### src/rtl/can_timing_pkg.sv
// CAN bit-timing shared types: FSM state encoding and default field widths,
// common to the timing engine, hard_sync and the bit stream processor.
package can_timing_pkg;

  localparam int DEF_BRP_W   = 6;
  localparam int DEF_TSEG1_W = 4;
  localparam int DEF_TSEG2_W = 3;
  localparam int DEF_SJW_W   = 2;

  typedef enum logic [1:0] {
    ST_IDLE     = 2'd0,
    ST_SYNC_SEG = 2'd1,
    ST_TSEG1    = 2'd2,
    ST_TSEG2    = 2'd3
  } bt_state_t;

endpackage

### src/rtl/bit_timing_fsm_tq_prescaler.sv
// Time-quantum prescaler: counts 0..brp and flags the last cycle of each TQ.
// A synchronous clear realigns the TQ grid on bit start or hard sync.
module tq_prescaler
  import can_timing_pkg::*;
#(
  parameter int BRP_W = DEF_BRP_W
) (
  input  logic             clock,
  input  logic             reset,
  input  logic             clear,
  input  logic [BRP_W-1:0] brp,
  output logic             tq_tick
);

  logic [BRP_W-1:0] r_cnt;

  assign tq_tick = (r_cnt == brp);

  always_ff @(posedge clock) begin
    if (reset || clear) begin
      r_cnt <= '0;
    end else if (tq_tick) begin
      r_cnt <= '0;
    end else begin
      r_cnt <= r_cnt + 1'b1;
    end
  end

endmodule

### src/rtl/bit_timing_fsm.sv
// CAN bit timing engine: SYNC_SEG/TSEG1/TSEG2 sequencing in time quanta,
// with hard sync, single-resync-per-bit phase correction and sampling.
module bit_timing_fsm
  import can_timing_pkg::*;
#(
  parameter int BRP_W   = DEF_BRP_W,
  parameter int TSEG1_W = DEF_TSEG1_W,
  parameter int TSEG2_W = DEF_TSEG2_W,
  parameter int SJW_W   = DEF_SJW_W
) (
  input  logic               clock,
  input  logic               reset,
  input  logic               enable,
  input  logic [BRP_W-1:0]   brp,
  input  logic [TSEG1_W-1:0] tseg1,
  input  logic [TSEG2_W-1:0] tseg2,
  input  logic [SJW_W-1:0]   sjw,
  input  logic               signal_in,
  input  logic               falling_edge,
  input  logic               hard_sync_request,
  output logic               sample_point,
  output logic               sampled_bit,
  output logic               tx_point
);

  // Wide enough for the longest stretched TSEG1 (16 + 4 TQ).
  localparam int CNT_W = TSEG1_W + 1;

  bt_state_t        r_state;
  logic [BRP_W-1:0] r_brp;
  logic [CNT_W-1:0] r_tseg1_len;
  logic [CNT_W-1:0] r_tseg2_len;
  logic [CNT_W-1:0] r_sjw_len;
  logic [CNT_W-1:0] r_t1_tgt;
  logic [CNT_W-1:0] r_t2_tgt;
  logic [CNT_W-1:0] r_tq_cnt;
  logic             r_resync_used;

  logic             w_tq_tick;
  logic             w_clear;
  logic             w_resync;
  logic             w_seg_done;
  logic             w_enter_sync;
  logic [CNT_W-1:0] w_n1;
  logic [CNT_W-1:0] w_err;
  logic [CNT_W-1:0] w_t1_new;
  logic [CNT_W-1:0] w_t2_floor;
  logic [CNT_W-1:0] w_t2_new;
  logic [CNT_W-1:0] w_tgt;

  assign w_clear = !enable || hard_sync_request
                || (r_state == ST_IDLE);

  tq_prescaler #(
    .BRP_W (BRP_W)
  ) u_presc (
    .clock   (clock),
    .reset   (reset),
    .clear   (w_clear),
    .brp     (r_brp),
    .tq_tick (w_tq_tick)
  );

  assign w_resync = falling_edge && !hard_sync_request
                 && ((r_state == ST_TSEG1) || (r_state == ST_TSEG2))
                 && sampled_bit && !r_resync_used;

  // n completed TQs in the segment; phase error in TSEG1 is n+1.
  assign w_n1       = r_tq_cnt + 1'b1;
  assign w_err      = (w_n1 < r_sjw_len) ? w_n1 : r_sjw_len;
  assign w_t1_new   = r_tseg1_len + w_err;
  assign w_t2_floor = (r_tseg2_len > r_sjw_len)
                    ? (r_tseg2_len - r_sjw_len) : '0;
  assign w_t2_new   = (w_n1 > w_t2_floor) ? w_n1 : w_t2_floor;

  always_comb begin
    w_tgt = CNT_W'(1);
    unique case (r_state)
      ST_TSEG1: w_tgt = w_resync ? w_t1_new : r_t1_tgt;
      ST_TSEG2: w_tgt = w_resync ? w_t2_new : r_t2_tgt;
      default:  w_tgt = CNT_W'(1);
    endcase
  end

  assign w_seg_done   = w_tq_tick && (w_n1 >= w_tgt);
  assign w_enter_sync = hard_sync_request || (r_state == ST_IDLE)
                     || ((r_state == ST_TSEG2) && w_seg_done);

  always_ff @(posedge clock) begin
    if (reset) begin
      r_state       <= ST_IDLE;
      r_brp         <= '0;
      r_tseg1_len   <= '0;
      r_tseg2_len   <= '0;
      r_sjw_len     <= '0;
      r_t1_tgt      <= '0;
      r_t2_tgt      <= '0;
      r_tq_cnt      <= '0;
      r_resync_used <= 1'b0;
      sample_point  <= 1'b0;
      tx_point      <= 1'b0;
      sampled_bit   <= 1'b1;
    end else begin
      sample_point <= 1'b0;
      tx_point     <= 1'b0;
      if (!enable) begin
        r_state       <= ST_IDLE;
        r_tq_cnt      <= '0;
        r_resync_used <= 1'b0;
      end else if (w_enter_sync) begin
        r_state       <= ST_SYNC_SEG;
        r_tq_cnt      <= '0;
        r_resync_used <= 1'b0;
        r_brp         <= brp;
        r_tseg1_len   <= CNT_W'(tseg1) + CNT_W'(1);
        r_tseg2_len   <= CNT_W'(tseg2) + CNT_W'(1);
        r_sjw_len     <= CNT_W'(sjw) + CNT_W'(1);
        r_t1_tgt      <= CNT_W'(tseg1) + CNT_W'(1);
        r_t2_tgt      <= CNT_W'(tseg2) + CNT_W'(1);
        tx_point      <= 1'b1;
      end else begin
        if (w_resync) begin
          r_resync_used <= 1'b1;
          if (r_state == ST_TSEG1) begin
            r_t1_tgt <= w_t1_new;
          end else begin
            r_t2_tgt <= w_t2_new;
          end
        end
        if (w_tq_tick) begin
          r_tq_cnt <= w_seg_done ? '0 : w_n1;
          if (w_seg_done) begin
            unique case (r_state)
              ST_SYNC_SEG: r_state <= ST_TSEG1;
              ST_TSEG1: begin
                r_state      <= ST_TSEG2;
                sample_point <= 1'b1;
                sampled_bit  <= signal_in;
              end
              default: ;
            endcase
          end
        end
      end
    end
  end

endmodule

### config.mk
export PLATFORM = sky130hd
export DESIGN_NAME = bit_timing_fsm
export DESIGN_NICKNAME = d
export VERILOG_FILES = /design/src/rtl/can_timing_pkg.sv /design/src/rtl/bit_timing_fsm_tq_prescaler.sv /design/src/rtl/bit_timing_fsm.sv
export SDC_FILE = /design/constraint.sdc
export NUM_CORES = 1
export LEC_CHECK = 0
export CAP_MARGIN = 30
export CORE_MARGIN = 4
export CORE_UTILIZATION = 63
export DETAILED_ROUTE_END_ITERATION = 7
export GPL_TIMING_DRIVEN = 0
export HOLD_SLACK_MARGIN = 0.1
export PLACE_DENSITY = 0.91
export SYNTH_ARGS = -nofsm -noshare
export SYNTH_HDL_FRONTEND = slang
export SYNTH_SLANG_ARGS = --single-unit
### constraint.sdc
create_clock -name clock -period 6.9 [get_ports clock]
set_input_delay 1.035 -clock clock [delete_from_list [all_inputs] [get_ports clock]]
set_output_delay 1.035 -clock clock [all_outputs]
set_load 0.1 [all_outputs]
==> metrics, run 1 <==
worst r2r src=r_tq_cnt[0]; register area share after synthesis=30.6%; clock insertion delay at the later pin of the skew report=0.31 ns; hold_ws=0.468 ns; post-synthesis mux area share=3.28%; WL per Instance=17.0 um; Netlist cell types=52; synthesized instance count=357; Synth-to-Final Area Change=14.0%; Crit. End Element=flop; largest family of logic cells by synthesized area=compound AO/OA/AOI/OAI gates; Setup crit start kind=flop; Fill cells=340; Die Span Y=76.3 um; # resized after CTS=0; Multi-input gate area=1900 um^2; # IOs=24; CORE AREA=4440 um^2; antenna violations before repair=0; Setup Buffers After CTS=0; Avg Inst Size Synth=8.24 um^2; first-pass GRT wire length=12400 um; dpl cells=432; n_diodes=0; Max VDD drop=0.123 mV; Final Skew=0.00936 ns; DRC viols=0; RePlAce Congestion=0.901; GRT overflow=0; R2R depth=23; EDFF count, synth=0; Hold Buf Count CTS=0; CP max FO=10; CP Cell Sequence=ha_1 -> xor2_1 -> ha_1 -> a21oi_1 -> nand3_1 -> o21ai_0 -> ha_1 -> inv_1 -> fa_1 -> nor2b_1 -> o21ai_0 -> nand2b_1 -> xnor2_1 -> o21ai_0 -> a22oi_1 -> ha_1 -> nand2_1 -> o21a_1 -> o31ai_1 -> buf_4 -> buf_2 -> nand3_1 -> a21oi_1; clk sinks=45; largest net degree at the start of global routing=16; Fmax=179 MHz; post-synthesis xor/xnor area fraction=5.66%; final setup fails=0; simple-gate share of the synthesized area=19.1%; crit path DAT=5.83 ns; Post-DP Area=3240 um^2; DR vias/cell=6.48; critical path startpoint=r_tq_cnt[0]; setup_tns=0 ns; R2R Setup Slk=1.30 ns; number of global-route vias before repair=2663; fin crit share=81.1%; most used cell, CP=ha_1; DP HPWL=5720 um; Post-Route WL=7490 um; Worst Setup EP=r_sjw_len[2]; CTS tree=yes; unrepaired setup endpoints after global routing=false; Reg clk slew, reported paths=0.09 ns; Layout Cells excl Fill=440; Adder-Cell Fraction of Synth Area=13.3%; Die Span X=76.3 um; top cell type's share of synthesized area=30.6%; vias post-DR=2849; layout net count=438; Cell Area, Synth=2940 um^2; clock buffer depth=2; static leakage=1.29 nW; yosys warns=0; H-tree depth=2; Synth Area in Compound Gates=23.3%; Post-synth ARST share=0%; commonest cells after routing, fill and taps aside=dfxtp_1 (45), o21ai_0 (30), nor2_1 (28), ha_1 (28), a21oi_1 (27); crit path kind=flop to flop; total CTS buffers=5; Starting Density=66.2%; Core Rows=24; Final min period=5.60 ns; Worst-Margin Slew=0.978 ns; root buffer cell=clkbuf_8; IO buf count=23; slowest stage cell, crit path=dfxtp_1; final instance area=3350 um^2; Slew HR=34.6%; Synth area leader=dfxtp_1; Util after Layout=75.4%; R2R Path End=r_sjw_len[2]; syn_nets=408; initial DRC count=177; die area=5820 um^2; share of layout cells above drive strength 1=6.96%; worst min-delay path category=flop to flop; Synth area leaders=dfxtp_1 (31%), ha_1 (12%), o21ai_0 (5.1%), a21oi_1 (4.6%), nand3_1 (3.6%); commonest non-fill, non-tap cell in the layout=dfxtp_1; PD cells=184 nW/um^2; Final Slew Violations=0; GRT Util Overall=26.0%; number of synthesized register bits=45; DRT antenna net count=0; DRT Pass-1 Iters=7; WP data required=7.13 ns; Register Area=901 um^2; Final Hold Viols=0; outcome=complete, no violations; Crit path largest cell delay=0.50 ns; Primary FF master, synth=dfxtp_1; Max-Cap Viols=0
metrics by stage:
step / power, W / worst slack, ns
finish: 0.000618 / 1.30
global route: 0.000646 / 0.921
CTS: 0.000617 / 1.46
detailed placement: 0.000415 / 1.53
global placement: 0.000409 / 1.64
floorplan: 0.000375 / 2.29
synth_stat cells, types with 2 or more instances:
library cell and count:
dfxtp_1 45, o21ai_0 30, ha_1 28, nor2_1 28
a21oi_1 27, nand2_1 25, nand3_1 21, inv_1 19
xnor2_1 12, clkbuf_1 10, a211oi_1 8, nor3_1 8
xor2_1 7, a31oi_1 6, nand2b_1 6, nor2b_1 6
o21a_1 6, a21o_1 5, a22oi_1 5, buf_2 4
mux2_2 4, mux2i_1 4, nand3b_1 4, nand4_1 4
or3_1 3, a211o_1 2, a31o_2 2, fa_1 2
o211a_1 2, o21ai_2 2
logic make-up (layout without fill, tap and decap cells):
logic type	count (synthesis)	in the layout
buf+inv	34	65
mux	9	9
simple gates	113	113
xor+xnor	19	19
compound gates	106	106
other cells	1	1
flops	45	45
fa+ha+maj	30	30
critical path, delay by kind of cell, from the launching register on:
kind / cells / cell delay (ns)
AOI/OAI and AO/OA: 8 / 1.63
xor gates and xnor gates: 2 / 0.54
adders and majority gates: 5 / 1.59
buffers and inverters: 3 / 0.56
DFF: 1 / 0.50
and+or+nand+nor: 5 / 0.69
registers in the layout (all words and copies together) (netlist names):
name,cells
r_tseg1_len,5
r_sjw_len,3
r_state,2
r_brp,6
r_tq_cnt,5
sample_point,1
r_tseg2_len,4
u_presc.r_cnt,6
sampled_bit,1
r_resync_used,1
r_t1_tgt,5
r_t2_tgt,5
tx_point,1
where the power goes:
part	switching, W	leakage, nW	internal [W]
registers	0.00000801	0.368	0.000271
logic	0.0000751	0.868	0.0000592
clock network	0.0000957	0.0543	0.000108
total	0.000179	1.29	0.000439
final cells by class:
class	count	area share, %
well taps	52	1.94
inverters	19	2.13
multi-input cells	278	56.8
repair buffers	23	6.87
plain buffers	15	1.94
clock buffers	5	2.05
clock inverters	3	1.38
flip-flops and latches	45	26.9
per-layer routing:
layer	track usage, %	routed length, um	vias to the layer above
met3	4.61	545	24
li1	-	-	1341
met2	46.0	3700	140
met5	0	0	-
met4	9.60	200	0
met1	31.5	3040	1344
worst min-delay path by stage:
stage,start,end,slack (ns),cells past startpoint
detailed placement,r_t1_tgt[3],r_t1_tgt[3],0.45,2
global route,r_t1_tgt[3],r_t1_tgt[3],0.51,2
floorplan,r_t1_tgt[0],r_t1_tgt[0],0.43,2
CTS,r_t1_tgt[3],r_t1_tgt[3],0.47,2
finish,r_t1_tgt[3],r_t1_tgt[3],0.47,2
global placement,r_t1_tgt[0],r_t1_tgt[0],0.44,2
Power figures use the tool's default switching activity.
==> run 2, diff against run 1 <==
--- a/config.mk
+++ b/config.mk
@@ -7,11 +7,11 @@
 export LEC_CHECK = 0
 export CAP_MARGIN = 30
 export CORE_MARGIN = 4
-export CORE_UTILIZATION = 63
+export CORE_UTILIZATION = 53
 export DETAILED_ROUTE_END_ITERATION = 7
 export GPL_TIMING_DRIVEN = 0
 export HOLD_SLACK_MARGIN = 0.1
-export PLACE_DENSITY = 0.91
+export PLACE_DENSITY = 0.82
 export SYNTH_ARGS = -nofsm -noshare
 export SYNTH_HDL_FRONTEND = slang
 export SYNTH_SLANG_ARGS = --single-unit
==> constraint.sdc (replaced) <==
create_clock -name clock -period 4.6 [get_ports clock]
set_input_delay 0.69 -clock clock [delete_from_list [all_inputs] [get_ports clock]]
set_output_delay 0.69 -clock clock [all_outputs]
set_load 0.1 [all_outputs]
==> metrics, run 2 (synthesized netlist as in run 1, its figures left out) <==
outcome=finished with violations; failing checks=negative setup slack; DR vias/cell=6.19 (-4.5%); RePlAce Congestion=0.871 (-3.4%); Logic pwr share=26.1% (+4.4 points); Crit path largest cell delay=0.42 ns (-0.08 ns); Synth-to-Final Area Change=32.2%; n_diodes=0 (unchanged); NetSw=0.000306 W (+71%); static leakage=1.47 nW (+14%); Clock Power Share=34.4% (+1.3 points); first-pass GRT wire length=13300 um (+7.0%); DRT antenna net count=0 (unchanged); Reg clk slew, reported paths=0.09 ns (about the same); Hold Buf Count CTS=0 (unchanged); CP max FO=10 (unchanged); share of layout cells above drive strength 1=23.5% (+17 points); Slew HR=35.4% (+0.82 points); Die Span X=82.5 um (+8.1%); unrepaired setup endpoints after global routing=true; total chip power=0.00106 W (+72%); Flop pwr share=39.5% (-5.7 points); worst min-delay path category=flop to flop; Max-Cap Viols=0 (unchanged); DRC viols=0 (unchanged); GRT Util Overall=25.7% (-0.37 points); fin crit share=104% (+23 points); commonest cells after routing, fill and taps aside=dfxtp_1 (40), nand2_1 (25), nor2_1 (24); CP Cell Sequence=ha_4 -> ha_1 -> a21o_1 -> a21oi_1 -> nand3_2 -> o21ai_2 -> ha_2 -> inv_1 -> fa_1 -> nor2b_1 -> o21ai_0 -> nand2b_1 -> xnor2_1 -> o21ai_1 -> a22oi_1 -> ha_1 -> nand2_1 -> o21a_2 -> o31ai_4 -> buf_6 -> a21oi_1 -> a211oi_1; H-tree depth=2 (unchanged); clk sinks=45 (unchanged); commonest non-fill, non-tap cell in the layout=dfxtp_1; slowest stage cell, crit path=fa_1; Worst Setup EP=r_tseg1_len[2]; critical path startpoint=r_tq_cnt[0]; clock insertion delay at the later pin of the skew report=0.30 ns (about the same); Fill cells=358 (+5.3%); crit path DAT=5.00 ns (-0.83 ns); CORE AREA=5240 um^2 (+18%); Fmax=209 MHz (+17%); worst r2r src=r_tq_cnt[0]; IO buf count=23 (unchanged); GRT overflow=0 (unchanged); WL per Instance=18.2 um (+6.9%); R2R depth=22 (-4.3%); clock buffer depth=2 (unchanged); Int Power=0.000759 W (+73%); final setup fails=28 (+28); Post-Route WL=8700 um (+16%); total CTS buffers=5 (unchanged); CTS tree=yes; sw frac=28.7% (-0.25 points); Worst path depth=22 (-4.3%); initial DRC count=254 (+44%); worst hold start=r_tq_cnt[1]; die area=6800 um^2 (+17%); CP top delay family=compound AO/OA/AOI/OAI gates; WP data required=4.81 ns (-2.32 ns); hold_ws=0.487 ns (+0.0184 ns); R2R Setup Slk=-0.19 ns (-1.49 ns); Worst Path Buf+Inv=2 (-1); vias post-DR=2957 (+3.8%); Final min period=4.79 ns (-0.807 ns); Max VDD drop=0.226 mV (+83%); Final Skew=0.00694 ns (-0.00242 ns); R2R Path End=r_tseg1_len[2]; Largest regs=r_brp: 6 flops, u_presc.r_cnt: 6 flops; layout net count=458 (+4.6%); number of global-route vias before repair=2793 (+4.9%); crit path kind=flop to flop; # IOs=24 (unchanged); Die Span Y=82.5 um (+8.1%); DP HPWL=5530 um (-3.4%); Crit. End Element=flop; Starting Density=56.1% (-10 points); Core Rows=26 (+8.3%); post-route setup slack=-0.191 ns (-1.49 ns); root buffer cell=clkbuf_8; antenna violations before repair=0 (unchanged); Final Hold Viols=0 (unchanged); Setup crit start kind=flop; Final Slew Violations=0 (unchanged); PD cells=274 nW/um^2 (+49%); DRT Pass-1 Iters=7 (unchanged); pre-CTS setup slack=-0.629 ns (-2.16 ns); largest net degree at the start of global routing=16 (unchanged); Worst-Margin Slew=0.965 ns (-0.0122 ns)
## run 2: cell count changes in the layout (fill, tap and decap cells not counted), moves of 4 or more
cell,change
a211oi_1,-6
a211oi_2,+6
a21oi_1,-4
a21oi_2,+4
buf_4,+17
buf_6,+4
dfxtp_1,-5
ha_1,-7
ha_4,+6
nor2_1,-4
o21ai_0,-11
o21ai_1,+8
## run 2: worst min path at each step
stage                     slack [ns]  cells past startpoint          end
after floorplan                 0.43                      2  r_t1_tgt[0]
after global placement          0.44                      2  r_t1_tgt[3]
after detailed placement        0.45                      2  r_t1_tgt[0]
after CTS                       0.47                      2  r_t1_tgt[0]
after global routing            0.51                      2  r_t1_tgt[0]
final                           0.49                      2  r_tq_cnt[1]
## run 2: routing by layer
metal | up-vias | share of wire (%) | global-route usage [%]
li1 | 1376 | - | -
met1 | 1406 | 41 | 32.0
met2 | 148 | 48 | 45.2
met3 | 27 | 8.0 | 3.04
met4 | 0 | 2.6 | 9.30
met5 | - | 0 | 0
## run 2: layout make-up
type | instances | area [um^2] | area share [%]
clock buffers | 5 | 68.8 | 1.77
clock inverters | 3 | 68.8 | 1.77
well taps | 70 | 87.6 | 2.25
plain buffers | 15 | 91.3 | 2.35
flip-flops and latches | 45 | 912 | 23.5
repair buffers | 43 | 402 | 10.3
inverters | 19 | 71.3 | 1.84
multi-input cells | 278 | 2180 | 56.2
## run 2: timing repair
action                     in CTS  in global routing
setup buffers                   9                  8
cloned                          2                  1
setup endpoints to repair      39                 39
pin swaps                      25                 18
resized for setup              56                 32
## run 2: power groups by stage
stage	combinational, W	clock, W	sequential (W)
final	0.000278	0.000366	0.000421
after global routing	0.000300	0.000383	0.000422
after CTS	0.000240	0.000369	0.000419
after detailed placement	0.000194	0	0.000428
after global placement	0.000187	0	0.000427
after floorplan	0.000135	0	0.000428
## run 2: worst register-to-register path, delay by kind of cell (launching register included)
family / cells / cell delay [ns]
compound gates: 10 / 1.92
xor+xnor: 1 / 0.08
fa+ha+maj: 5 / 1.51
buf+inv: 2 / 0.27
flops: 1 / 0.36
simple gates: 4 / 0.55
## run 2: metrics by stage
step / cell area (um^2) / instances / utilization [%] / setup TNS, ns
floorplan: 2940 / 357 / - / 0
global placement: 3260 / 450 / 62.2 / -14.04
detailed placement: 3260 / 450 / 62.2 / -16.80
CTS: 3670 / 469 / 70.0 / -0.630
global route: 3890 / 478 / 74.2 / -10.82
finish: 3890 / 478 / 74.2 / -3.51
